===== config.mk =====
export PLATFORM = sky130hd
export DESIGN_NAME = wb_arbiter
export DESIGN_NICKNAME = d
export VERILOG_FILES = /design/src/rtl/wb_pkg.sv /design/src/rtl/wb_fifo.sv /design/src/rtl/wb_arbiter.sv
export SDC_FILE = /design/constraint.sdc
export NUM_CORES = 1
export LEC_CHECK = 0
export ABC_CLOCK_PERIOD_IN_PS = 3600
export BUFFER_PORTS_ARGS = -buffer_cell sky130_fd_sc_hd__buf_2
export CORE_AREA = 2 2 122 153
export DETAILED_ROUTE_END_ITERATION = 8
export DIE_AREA = 0 0 124 155
export GPL_TIMING_DRIVEN = 0
export PLACE_DENSITY = 0.8
export SYNTH_ARGS = -nofsm -noshare
export SYNTH_HDL_FRONTEND = slang
export SYNTH_SLANG_ARGS = --single-unit

===== constraint.sdc =====
create_clock -name clk -period 3.6 [get_ports clk]
set_clock_uncertainty 0.15 [all_clocks]
set_input_delay 0.18 -clock clk [delete_from_list [all_inputs] [get_ports clk]]
set_output_delay 0.18 -clock clk [all_outputs]
set_load 0.01 [all_outputs]

===== src/rtl/wb_pkg.sv =====
// Shared widths and the long-latency writeback entry type for the writeback arbiter.
package wb_pkg;
  localparam int XLEN       = 32;
  localparam int REG_ADDR_W = 5;
  localparam int NUM_REGS   = 32;

  typedef struct packed {
    logic [REG_ADDR_W-1:0] addr;
    logic [XLEN-1:0]       data;
  } wb_entry_t;
endpackage


===== src/rtl/wb_fifo.sv =====
// In-order FIFO of pending long-latency writebacks; head is visible combinationally as rdata.
module wb_fifo
  import wb_pkg::*;
#(
  parameter int DEPTH = 4
) (
  input  logic                     clk,
  input  logic                     rst_n,
  input  logic                     push,
  input  logic                     pop,
  input  wb_entry_t                wdata,
  output wb_entry_t                rdata,
  output logic                     full,
  output logic                     empty,
  output logic [$clog2(DEPTH):0]   count
);
  localparam int PTR_W = $clog2(DEPTH);
  localparam int CNT_W = PTR_W + 1;

  wb_entry_t        mem [DEPTH];
  logic [PTR_W-1:0] wr_ptr_q, wr_ptr_d;
  logic [PTR_W-1:0] rd_ptr_q, rd_ptr_d;
  logic [CNT_W-1:0] count_q, count_d;
  logic             push_ok, pop_ok;

  assign full    = (count_q == CNT_W'(DEPTH));
  assign empty   = (count_q == '0);
  assign count   = count_q;
  assign rdata   = mem[rd_ptr_q];
  assign push_ok = push && !full;
  assign pop_ok  = pop && !empty;

  // DEPTH is a power of two, so pointers wrap naturally at their width.
  always_comb begin
    wr_ptr_d = wr_ptr_q;
    rd_ptr_d = rd_ptr_q;
    count_d  = count_q;
    if (push_ok) wr_ptr_d = wr_ptr_q + PTR_W'(1);
    if (pop_ok)  rd_ptr_d = rd_ptr_q + PTR_W'(1);
    case ({push_ok, pop_ok})
      2'b10:   count_d = count_q + CNT_W'(1);
      2'b01:   count_d = count_q - CNT_W'(1);
      default: count_d = count_q;
    endcase
  end

  always_ff @(posedge clk or negedge rst_n) begin
    if (!rst_n) begin
      wr_ptr_q <= '0;
      rd_ptr_q <= '0;
      count_q  <= '0;
    end else begin
      wr_ptr_q <= wr_ptr_d;
      rd_ptr_q <= rd_ptr_d;
      count_q  <= count_d;
    end
  end

  always_ff @(posedge clk) begin
    if (push_ok) mem[wr_ptr_q] <= wdata;
  end
endmodule


===== src/rtl/wb_arbiter.sv =====
// Register-file writeback arbiter: ALU priority, queued long-latency writes, pending scoreboard.
// Define WB_ARBITER_FWD_EN to add the fwd_hit/fwd_data forwarding outputs.
module wb_arbiter
  import wb_pkg::*;
#(
  parameter int FIFO_DEPTH = 4
) (
  input  logic                  clk,
  input  logic                  rst_n,
  input  logic                  alu_valid,
  input  logic [REG_ADDR_W-1:0] alu_addr,
  input  logic [XLEN-1:0]       alu_data,
  input  logic                  lsu_valid,
  input  logic [REG_ADDR_W-1:0] lsu_addr,
  input  logic [XLEN-1:0]       lsu_data,
  output logic                  lsu_ready,
  input  logic                  pend_valid,
  input  logic [REG_ADDR_W-1:0] pend_addr,
  input  logic [REG_ADDR_W-1:0] q_addr1,
  input  logic [REG_ADDR_W-1:0] q_addr2,
  output logic                  q_busy1,
  output logic                  q_busy2,
  output logic                  rf_we,
  output logic [REG_ADDR_W-1:0] rf_waddr,
  output logic [XLEN-1:0]       rf_wdata
`ifdef WB_ARBITER_FWD_EN
  ,
  output logic                  fwd_hit1,
  output logic                  fwd_hit2,
  output logic [XLEN-1:0]       fwd_data1,
  output logic [XLEN-1:0]       fwd_data2
`endif
);
  localparam int CNT_W = $clog2(FIFO_DEPTH) + 1;

  wb_entry_t             fifo_wdata, fifo_head;
  logic                  fifo_push, fifo_pop, fifo_full, fifo_empty;
  logic [CNT_W-1:0]      fifo_count;

  logic                  we_q, we_d;
  logic                  src_q, src_d;
  logic [REG_ADDR_W-1:0] waddr_q, waddr_d;
  logic [XLEN-1:0]       wdata_q, wdata_d;
  logic [NUM_REGS-1:0]   busy_q, busy_d;
  logic                  clr_en;

  assign lsu_ready  = (fifo_count < CNT_W'(FIFO_DEPTH));
  assign fifo_push  = lsu_valid && !fifo_full;
  assign fifo_wdata = '{addr: lsu_addr, data: lsu_data};

  wb_fifo #(.DEPTH(FIFO_DEPTH)) u_fifo (
    .clk   (clk),
    .rst_n (rst_n),
    .push  (fifo_push),
    .pop   (fifo_pop),
    .wdata (fifo_wdata),
    .rdata (fifo_head),
    .full  (fifo_full),
    .empty (fifo_empty),
    .count (fifo_count)
  );

  // Writes to x0 are consumed but never reach the register file.
  always_comb begin
    we_d     = 1'b0;
    src_d    = 1'b0;
    waddr_d  = waddr_q;
    wdata_d  = wdata_q;
    fifo_pop = 1'b0;
    if (alu_valid) begin
      if (alu_addr != '0) begin
        we_d    = 1'b1;
        waddr_d = alu_addr;
        wdata_d = alu_data;
      end
    end else if (!fifo_empty) begin
      fifo_pop = 1'b1;
      if (fifo_head.addr != '0) begin
        we_d    = 1'b1;
        src_d   = 1'b1;
        waddr_d = fifo_head.addr;
        wdata_d = fifo_head.data;
      end
    end
  end

  always_ff @(posedge clk or negedge rst_n) begin
    if (!rst_n) begin
      we_q    <= 1'b0;
      src_q   <= 1'b0;
      waddr_q <= '0;
      wdata_q <= '0;
    end else begin
      we_q    <= we_d;
      src_q   <= src_d;
      waddr_q <= waddr_d;
      wdata_q <= wdata_d;
    end
  end

  // Only queued (long-latency) commits retire a pending bit; a new pend on the same edge wins.
  assign clr_en = we_q && src_q;

  generate
    for (genvar gi = 0; gi < NUM_REGS; gi++) begin : g_sb
      if (gi == 0) begin : g_zero
        assign busy_d[gi] = 1'b0;
      end else begin : g_bit
        assign busy_d[gi] = (pend_valid && (pend_addr == REG_ADDR_W'(gi))) ? 1'b1 :
                            (clr_en && (waddr_q == REG_ADDR_W'(gi)))      ? 1'b0 :
                            busy_q[gi];
      end
    end
  endgenerate

  always_ff @(posedge clk or negedge rst_n) begin
    if (!rst_n) busy_q <= '0;
    else        busy_q <= busy_d;
  end

  assign q_busy1  = (q_addr1 != '0) && busy_q[q_addr1];
  assign q_busy2  = (q_addr2 != '0) && busy_q[q_addr2];
  assign rf_we    = we_q;
  assign rf_waddr = waddr_q;
  assign rf_wdata = wdata_q;

`ifdef WB_ARBITER_FWD_EN
  assign fwd_hit1  = we_q && (waddr_q == q_addr1) && (q_addr1 != '0);
  assign fwd_hit2  = we_q && (waddr_q == q_addr2) && (q_addr2 != '0);
  assign fwd_data1 = wdata_q;
  assign fwd_data2 = wdata_q;
`endif
endmodule


==> results of run 1 <==
[logic make-up (layout without fill, tap and decap cells)]
family	Yosys count	count (layout)
XOR/XNOR	6	6
AND/OR/NAND/NOR	63	63
buffers and inverters	32	292
multiplexers	134	134
adder cells (fa/ha/maj)	6	6
flip-flops	225	225
AO/OA/AOI/OAI	78	78
[cell usage after synthesis, types with 4 or more instances]
master | n | area (sq um)
or2_2 | 5 | 31.28
buf_2 | 4 | 20.02
nand2b_1 | 9 | 56.30
clkbuf_1 | 11 | 41.29
mux4_2 | 52 | 1171
inv_1 | 9 | 33.78
nand3b_1 | 4 | 30.03
buf_6 | 4 | 45.04
ha_1 | 5 | 62.56
and2_1 | 4 | 25.02
mux2_2 | 57 | 641.9
mux2i_1 | 6 | 60.06
nor2_1 | 11 | 41.29
o21ai_0 | 65 | 325.3
edfxtp_1 | 148 | 4444
xnor2_1 | 5 | 43.79
dfrtp_1 | 77 | 1927
mux2_4 | 19 | 285.3
nand3_1 | 4 | 20.02
nand2_1 | 8 | 30.03
or3_1 | 4 | 25.02
[final cells by class]
cell class | count | area [sq um] | area share [%]
buffer | 23 | 128.9 | 1.046
tap | 228 | 285.3 | 2.316
timing repair buffer | 219 | 1622 | 13.17
multi-input combinational | 287 | 3100 | 25.17
sequential | 225 | 6371 | 51.73
clock buffer | 32 | 619.3 | 5.028
inverter | 9 | 33.78 | 0.2743
clock inverter | 9 | 156.4 | 1.270
[registers in the layout (all words and copies together), names as in the netlist]
name             cells
u_fifo.wr_ptr_q      2
rf_we                1
u_fifo.count         3
rf_waddr             5
busy_q              31
src_q                1
rf_wdata            32
u_fifo.rd_ptr_q      2
u_fifo.mem         148
[worst register-to-register path, delay by kind of cell, from the launching register on]
kind | cells | cell delay [ns]
buffers and inverters | 3 | 1.28
DFF | 1 | 0.33
muxes | 3 | 0.97
[path summary, 6_finish.rpt]
kind | from | end | depth (start not counted)
min in group asynchronous | rst_n | busy_q[17] | 3
worst min register to register | rf_wdata[29] | rf_wdata[29] | 1
worst min-delay path | lsu_valid | u_fifo.wr_ptr_q[0] | 3
worst max register to register | u_fifo.rd_ptr_q[1] | rf_wdata[4] | 6
worst max-delay path | u_fifo.rd_ptr_q[1] | rf_wdata[4] | 6
max in group asynchronous | rst_n | rf_wdata[21] | 3
[power groups by stage]
stage / registers (W) / clock network [W] / logic (W)
after floorplan: 0.00399 / 0 / 0.00187
after global placement: 0.00397 / 0 / 0.00270
after detailed placement: 0.00402 / 0 / 0.00289
after CTS: 0.00397 / 0.00248 / 0.00299
after global routing: 0.00406 / 0.00257 / 0.00321
final: 0.00399 / 0.00244 / 0.00296
[metrics by stage]
stage / total power (W) / hold slack, ns / instance area (sq um) / cells
finish: 0.009387 / 0.03052 / 12320 / 1032
detailed placement: 0.006909 / -0.1067 / 10690 / 906
global placement: 0.006671 / 0.2402 / 10560 / 901
global route: 0.009841 / 0.04738 / 12320 / 1032
CTS: 0.009445 / 0.02263 / 12320 / 1032
floorplan: 0.005861 / -0.2656 / 9629 / 544
[per-layer routing]
| layer | vias up | GRT usage (%) | part of all wire (%) |
|---|---|---|---|
| met3 | 44 | 3.446 | 5.0 |
| li1 | 2634 | - | - |
| met4 | 0 | 7.384 | 2.4 |
| met2 | 243 | 43.69 | 54 |
| met1 | 3103 | 29.85 | 38 |
| met5 | - | 0 | 0 |
==> results.md, run 1 <==
* Post-synthesis mux area share at 22.41%
* Final Hold Fails at 0
* Fill cell count at 1166
* Switching Share at 29.71%
* Detail Placement HPWL at 14.80 mm
* Critical path's top delay family: buffers and inverters
* Layout Nets at 888
* Proportion of layout cells with a drive suffix above 1 at approximately 39%
* Final WS setup at 0.7630 ns
* CP Max Fanout at 10
* Setup violations, final at 0
* Commonest non-fill, non-tap cell in the layout: edfxtp_1
* CP cell instances: buf_4, clkbuf_1, buf_1, mux4_2, mux2_2, mux2_2
* WP data required at 3.83 ns
* Starting Density at a little over half
* RD Place Congestion at 0.8649
* Core Util, Final at between 60 and 70%
* ANT cells at 0
* Combinational power share at 31.5%
* Post-CTS setup buffer count at 0
* Critical Path Source Type: register
* Status: complete, no violations
* DR iter-0 viols at 593
* Simple-gate share of the synthesized area at 3.859%
* Unique masters post-synth at 46
* XOR/XNOR Fraction of Synth Area at less than 1%
* First-pass GRT wire length at roughly 35 mm
* Mapped Cells at ~540
* WL per Instance at 21.76 um
* Async set or reset register ratio after synthesis at 34.22%
* CP max-delay cell: buf_1
* CP most frequent cell: mux2_2
* Via density at 5.837
* Pin count of the biggest net entering global routing at 67
* Fin. max-slew vios at 0
* Tmin final at 2.837 ns
* Total track usage at between 20 and 25%
* Max Fclk at 0.3525 GHz
* Setup TNS at 0 ns
* Clock power frac at 26.0%
* Clk sinks at 225
* RSZ-0062 raised after global routing: no
* Row count at between 50 and 60
* Port Buffer Count at between 100 and 150
* CTS buffer count at 23
* Max_cap viols at 0
* Worst path arrival time at slightly above 3 ns
* Clk_lat worst skew at 0.50 ns
* P_sw at 0.002789 W
* Vias at 6024
* Worst min-delay path class: in2reg
* Worst-path clk slew at 0.06 ns
* Pint at 0.006598 W
* Flops & latches, synth at 225
* Netlist Area Pre-Place at 9629 sq um
* # resized after CTS at 0
* CTS tree: done
* Slew HR at 39.00%
* Largest family of logic cells by synthesized area: multiplexers
* Die area at roughly 19000 sq um
* Compound-Gate Fraction of Synth Area at 4.470%
* R2r setup slk at between 0.7 and 0.8 ns
* Register area share after synthesis at 66.16%
* Total grt overflow at 0
* Area Overhead vs Synth at 27.91%
* Peak VDD IR at ~560 uV
* CP bufs+invs at 3
* Vias in the first global route at 6573
* TritonRoute pass-1 iters at 5
* Dpl ws at 0.7499 ns
* Die Width at around 120 um
* Fin crit share at around 79%
* WL final at between 20 and 25 mm
* Post-route ant nets at 0
* Worst-Margin Slew at 0.9150 ns
* Clock tree root driver cell: clkbuf_16
* Setup crit end kind: register
* Syn avg cell area at approximately 18 sq um
* Crit-path max cell delay at 0.59 ns
* Seq pwr share at 42.5%
* Cts hold-fix bufs at 85
* Core ar. at 17890 sq um
* Post-Syn Nets at ~640
* Setup Crit Path Kind: reg2reg
* Lkg Pwr at 4.628 nW
* Number of synthesized flops with an enable pin at 148
* Top Ports at approximately 140
* Initial antenna violation count at 0
* P per Cell Area at 762.1 nW/um^2
* Die Ht at 155 um
* H-tree depth at 1
* Yosys Warn Count at 0
* Prevailing post-synth register cell: edfxtp_1
* CTS max path bufs at 3
* Adder-cell share of the synthesized area at 0.8576%
* DRC at 0
* Most frequent cells in the layout: edfxtp_1 (148), buf_2 (132), dlygate4sd3_1 (85)
No activity file was read; power rests on OpenSTA's default activity.
==> inputs of run 2 (changes only) <==
Settings changed: ABC_AREA set to 1, ABC_CLOCK_PERIOD_IN_PS 3600 to 2400, CORE_AREA 2 2 122 153 to 2 2 127 160, DIE_AREA 0 0 124 155 to 0 0 129 162, PLACE_DENSITY 0.8 to 0.79.
Clock period 3.6 ns to 2.4 ns, I/O delays scaled along.
==> run 2 against run 1 <==
  * Global-route usage is 3.7 points higher
  * Critical path depth is 5 higher
  * Maximum frequency is 24% higher
  * Hold slack worse by 0.028 ns
  * Wire length is 29% higher
  * First-iteration DRC count is 26% higher
  * Register-to-register slack worse by 0.65 ns
  * Power is 47% higher
  * Core utilization is 3.0 points lower
  * Die area is 8.7% higher
  * Non-clock buffer count is 40 higher
  * Largest power group unchanged
==> results.md, run 2 <==
* Synth top cells by count: nand2_1 (397), edfxtp_1 (148), dfrtp_1 (77), a21oi_1 (74), nand3_1 (66)
* Layout Nets at 1380 (+55%)
* Post-DP Area at 11130 sq um (+4.1%)
* Die Width at 129 um (+4.0%)
* GR Layer Usage met2 at 51.49% (+7.8 points)
* P_sw at 0.005174 W (+86%)
* Core ar. at 19330 sq um (+8.0%)
* Yosys Warn Count at 0 (unchanged)
* H-tree depth at 1 (unchanged)
* P per Cell Area at 1086 nW/um^2 (+42%)
* Detail Placement HPWL at 18.03 mm (+22%)
* Clock power frac at 22.8% (-3.2 points)
* Met1 usage at 32.74% (+2.9 points)
* Post-route ant nets at 0 (unchanged)
* Clk_lat worst skew at 0.50 ns (about the same)
* WL final at 28.99 mm (+29%)
* Register area share after synthesis at 63.87% (-2.3 points)
* DR iter-0 viols at 750 (+26%)
* Count leader, synth: nand2_1
* Flops & latches, synth at 225 (unchanged)
* CTS max path bufs at 3 (unchanged)
* Max Fclk at 0.4375 GHz (+24%)
* Setup TNS at 0 ns (unchanged)
* Status: complete, no violations
* Met3 usage at 4.150% (+0.70 points)
* Worst path arrival time at 2.51 ns (-0.56 ns)
* Setup Crit Path Kind: reg2reg
* FF-to-FF path depth at 11 (+5)
* Fin area at 12720 sq um (+3.2%)
* Clock tree root driver cell: clkbuf_16
* CTS buffer count at 21 (-8.7%)
* Worst-path clk slew at 0.06 ns (about the same)
* Initial antenna violation count at 1 (+1)
* Setup violations, final at 0 (unchanged)
* Top reg by flops: u_fifo.mem
* Post-synth top area share at 44.55% (-1.6 points)
* Seq pwr share at 42.7% (+0.2 points)
* Area Overhead vs Synth at 27.47%
* Slew HR at 45.20% (+6.2 points)
* Most frequent cells in the layout: nand2_1 (397), edfxtp_1 (148), buf_2 (144)
* WP data required at 2.62 ns (-1.21 ns)
* Proportion of layout cells with a drive suffix above 1 at 15.83% (-23 points)
* Row count at 57 (+3.6%)
* Unique masters post-synth at 29 (-37%)
* Critical Path Source Type: register
* Vias in the first global route at 8746 (+33%)
* Pint at 0.008633 W (+31%)
* Final Hold Fails at 0 (unchanged)
* Lkg Pwr at 5.428 nW (+17%)
* Total grt overflow at 0 (unchanged)
* Switching Share at 37.47% (+7.8 points)
* DRC at 0 (unchanged)
* Number of synthesized flops with an enable pin at 148 (unchanged)
* Fill cell count at 1419 (+22%)
* Yosys top cell by area: edfxtp_1
* CP Max Fanout at 3 (-7)
* RD Place Congestion at 0.8946 (+3.4%)
* Die area at 20900 sq um (+8.7%)
* Starting Density at 51.62% (-2.2 points)
* WL per Instance at 18.57 um (-15%)
* Worst min-delay path class: in2async
* Prevailing post-synth register cell: edfxtp_1
* Top Ports at 135 (unchanged)
* Combinational power share at 34.5% (+3.0 points)
* Vias at 8667 (+44%)
* Total track usage at 27.82% (+3.7 points)
* CTS tree: done
* Max FFs per register at 148 (unchanged)
* RSZ-0062 raised after global routing: no
* R2r setup slk at 0.11 ns (-0.65 ns)
* Async set or reset register ratio after synthesis at 34.22% (unchanged)
* Pin count of the biggest net entering global routing at 48 (-28%)
* Post-Syn Nets at 1127 (+75%)
* GRT busiest layer: met2
* Via density at 5.552 (-4.9%)
* Syn avg cell area at 9.714 sq um (-45%)
* Setup crit end kind: register
* Tmin final at 2.286 ns (-0.5511 ns)
* Fin. max-slew vios at 0 (unchanged)
* Fin crit share at 95.24% (+16 points)
* Peak VDD IR at 825.6 uV (+48%)
* Max_cap viols at 0 (unchanged)
* Netlist Area Pre-Place at 9976 sq um (+3.6%)
* Clk sinks at 225 (unchanged)
* First-pass GRT wire length at 45.11 mm (+28%)
* Die Ht at 162 um (+4.5%)
* Worst-Margin Slew at 0.8200 ns (-0.09502 ns)
* TritonRoute pass-1 iters at 5 (unchanged)
* Mapped Cells at 1027 (+89%)
* Synth area leaders: edfxtp_1 (45%), dfrtp_1 (19%), nand2_1 (15%)
* Port Buffer Count at 133 (+3.1%)
* Commonest non-fill, non-tap cell in the layout: nand2_1
[run 2: cell types whose count changed after synthesis, moves of 11 or more]
cell	before	now
a21oi_1	1	74
inv_1	9	43
mux2_2	57	0
mux2_4	19	0
mux4_2	52	0
nand2_1	8	397
nand3_1	4	66
nor2_1	11	49
o21ai_0	65	54
o31ai_1	1	33
[run 2: final timing paths]
| check | startpoint | endpoint |
|---|---|---|
| setup / recovery | u_fifo.count[0] | u_fifo.count[2] |
| hold / removal | rst_n | busy_q[9] |
| setup reg to reg | u_fifo.count[0] | u_fifo.count[2] |
| hold reg to reg | rf_wdata[10] | rf_wdata[10] |
| max in group asynchronous | rst_n | rf_wdata[16] |
| min in group clk | lsu_data[10] | u_fifo.mem[1][10] |
[run 2: metal layers]
| metal | vias up | routed length [um] |
|---|---|---|
| met4 | 0 | 850 |
| met3 | 74 | 2298 |
| li1 | 3970 | - |
| met1 | 4137 | 10490 |
| met5 | - | 0 |
| met2 | 486 | 15350 |
[run 2: what timing repair did]
| item | 4_1_cts | 5_1_grt |
|---|---|---|
| endpoints found under the setup margin | 4 | 2 |
| pin swaps | 1 | 0 |
| endpoints found under the hold margin | 297 | 0 |
| resized for setup | 1 | 4 |
| buffers inserted | 1 | 0 |
| hold buffers | 91 | 0 |
[run 2: per-stage QoR]
step	hold WS (ns)	std cells	util (%)	total power, W	setup WS, ns
after global placement	0.1790	1425	56.77	0.01009	-1.687
after detailed placement	-0.05407	1430	57.58	0.01036	-0.3475
after global routing	0.02011	1561	65.79	0.01453	0.01936
after floorplan	-0.3256	1027	-	0.008621	-0.4071
after CTS	0.009104	1560	65.74	0.01365	0.07530
final	0.002531	1561	65.79	0.01381	0.1141
[run 2: kinds of logic after synthesis]
group	after synthesis	synth area share [%]
compound gates	172	9.884
xor+xnor	4	0.3512
fa+ha+maj	6	0.8278
buf+inv	98	4.327
flops	225	63.87
simple gates	522	20.75
[run 2: final cells by class]
| cell class | count | area (sq um) | share of cell area (%) |
|---|---|---|---|
| clock inverters | 7 | 36.28 | 0.2853 |
| multi-input cells | 704 | 3218 | 25.31 |
| plain buffers | 52 | 260.3 | 2.047 |
| repair buffers | 230 | 1719 | 13.52 |
| inverters | 46 | 172.7 | 1.358 |
| well taps | 265 | 331.6 | 2.608 |
| clock buffers | 31 | 604.3 | 4.753 |
| flip-flops and latches | 225 | 6371 | 50.10 |
| diodes | 1 | 2.502 | 0.01968 |
[run 2: critical path, stage by stage (launching register included)]
cell and delay [ns]:
dfrtp_1 0.44, inv_2 0.08, nand3_1 0.08, inv_1 0.04, or2_2 0.32, inv_1 0.10, ha_1 0.14, inv_1 0.07
fa_2 0.35, a21oi_2 0.13, o21ai_0 0.10, xor2_1 0.15
[run 2: power groups by stage]
stage,Combinational [W],Sequential [W],Clock (W)
after floorplan,0.00273,0.00589,0
after global placement,0.00418,0.00591,0
after detailed placement,0.00446,0.00590,0
after CTS,0.00466,0.00584,0.00315
after global routing,0.00525,0.00597,0.00331
final,0.00476,0.00590,0.00315
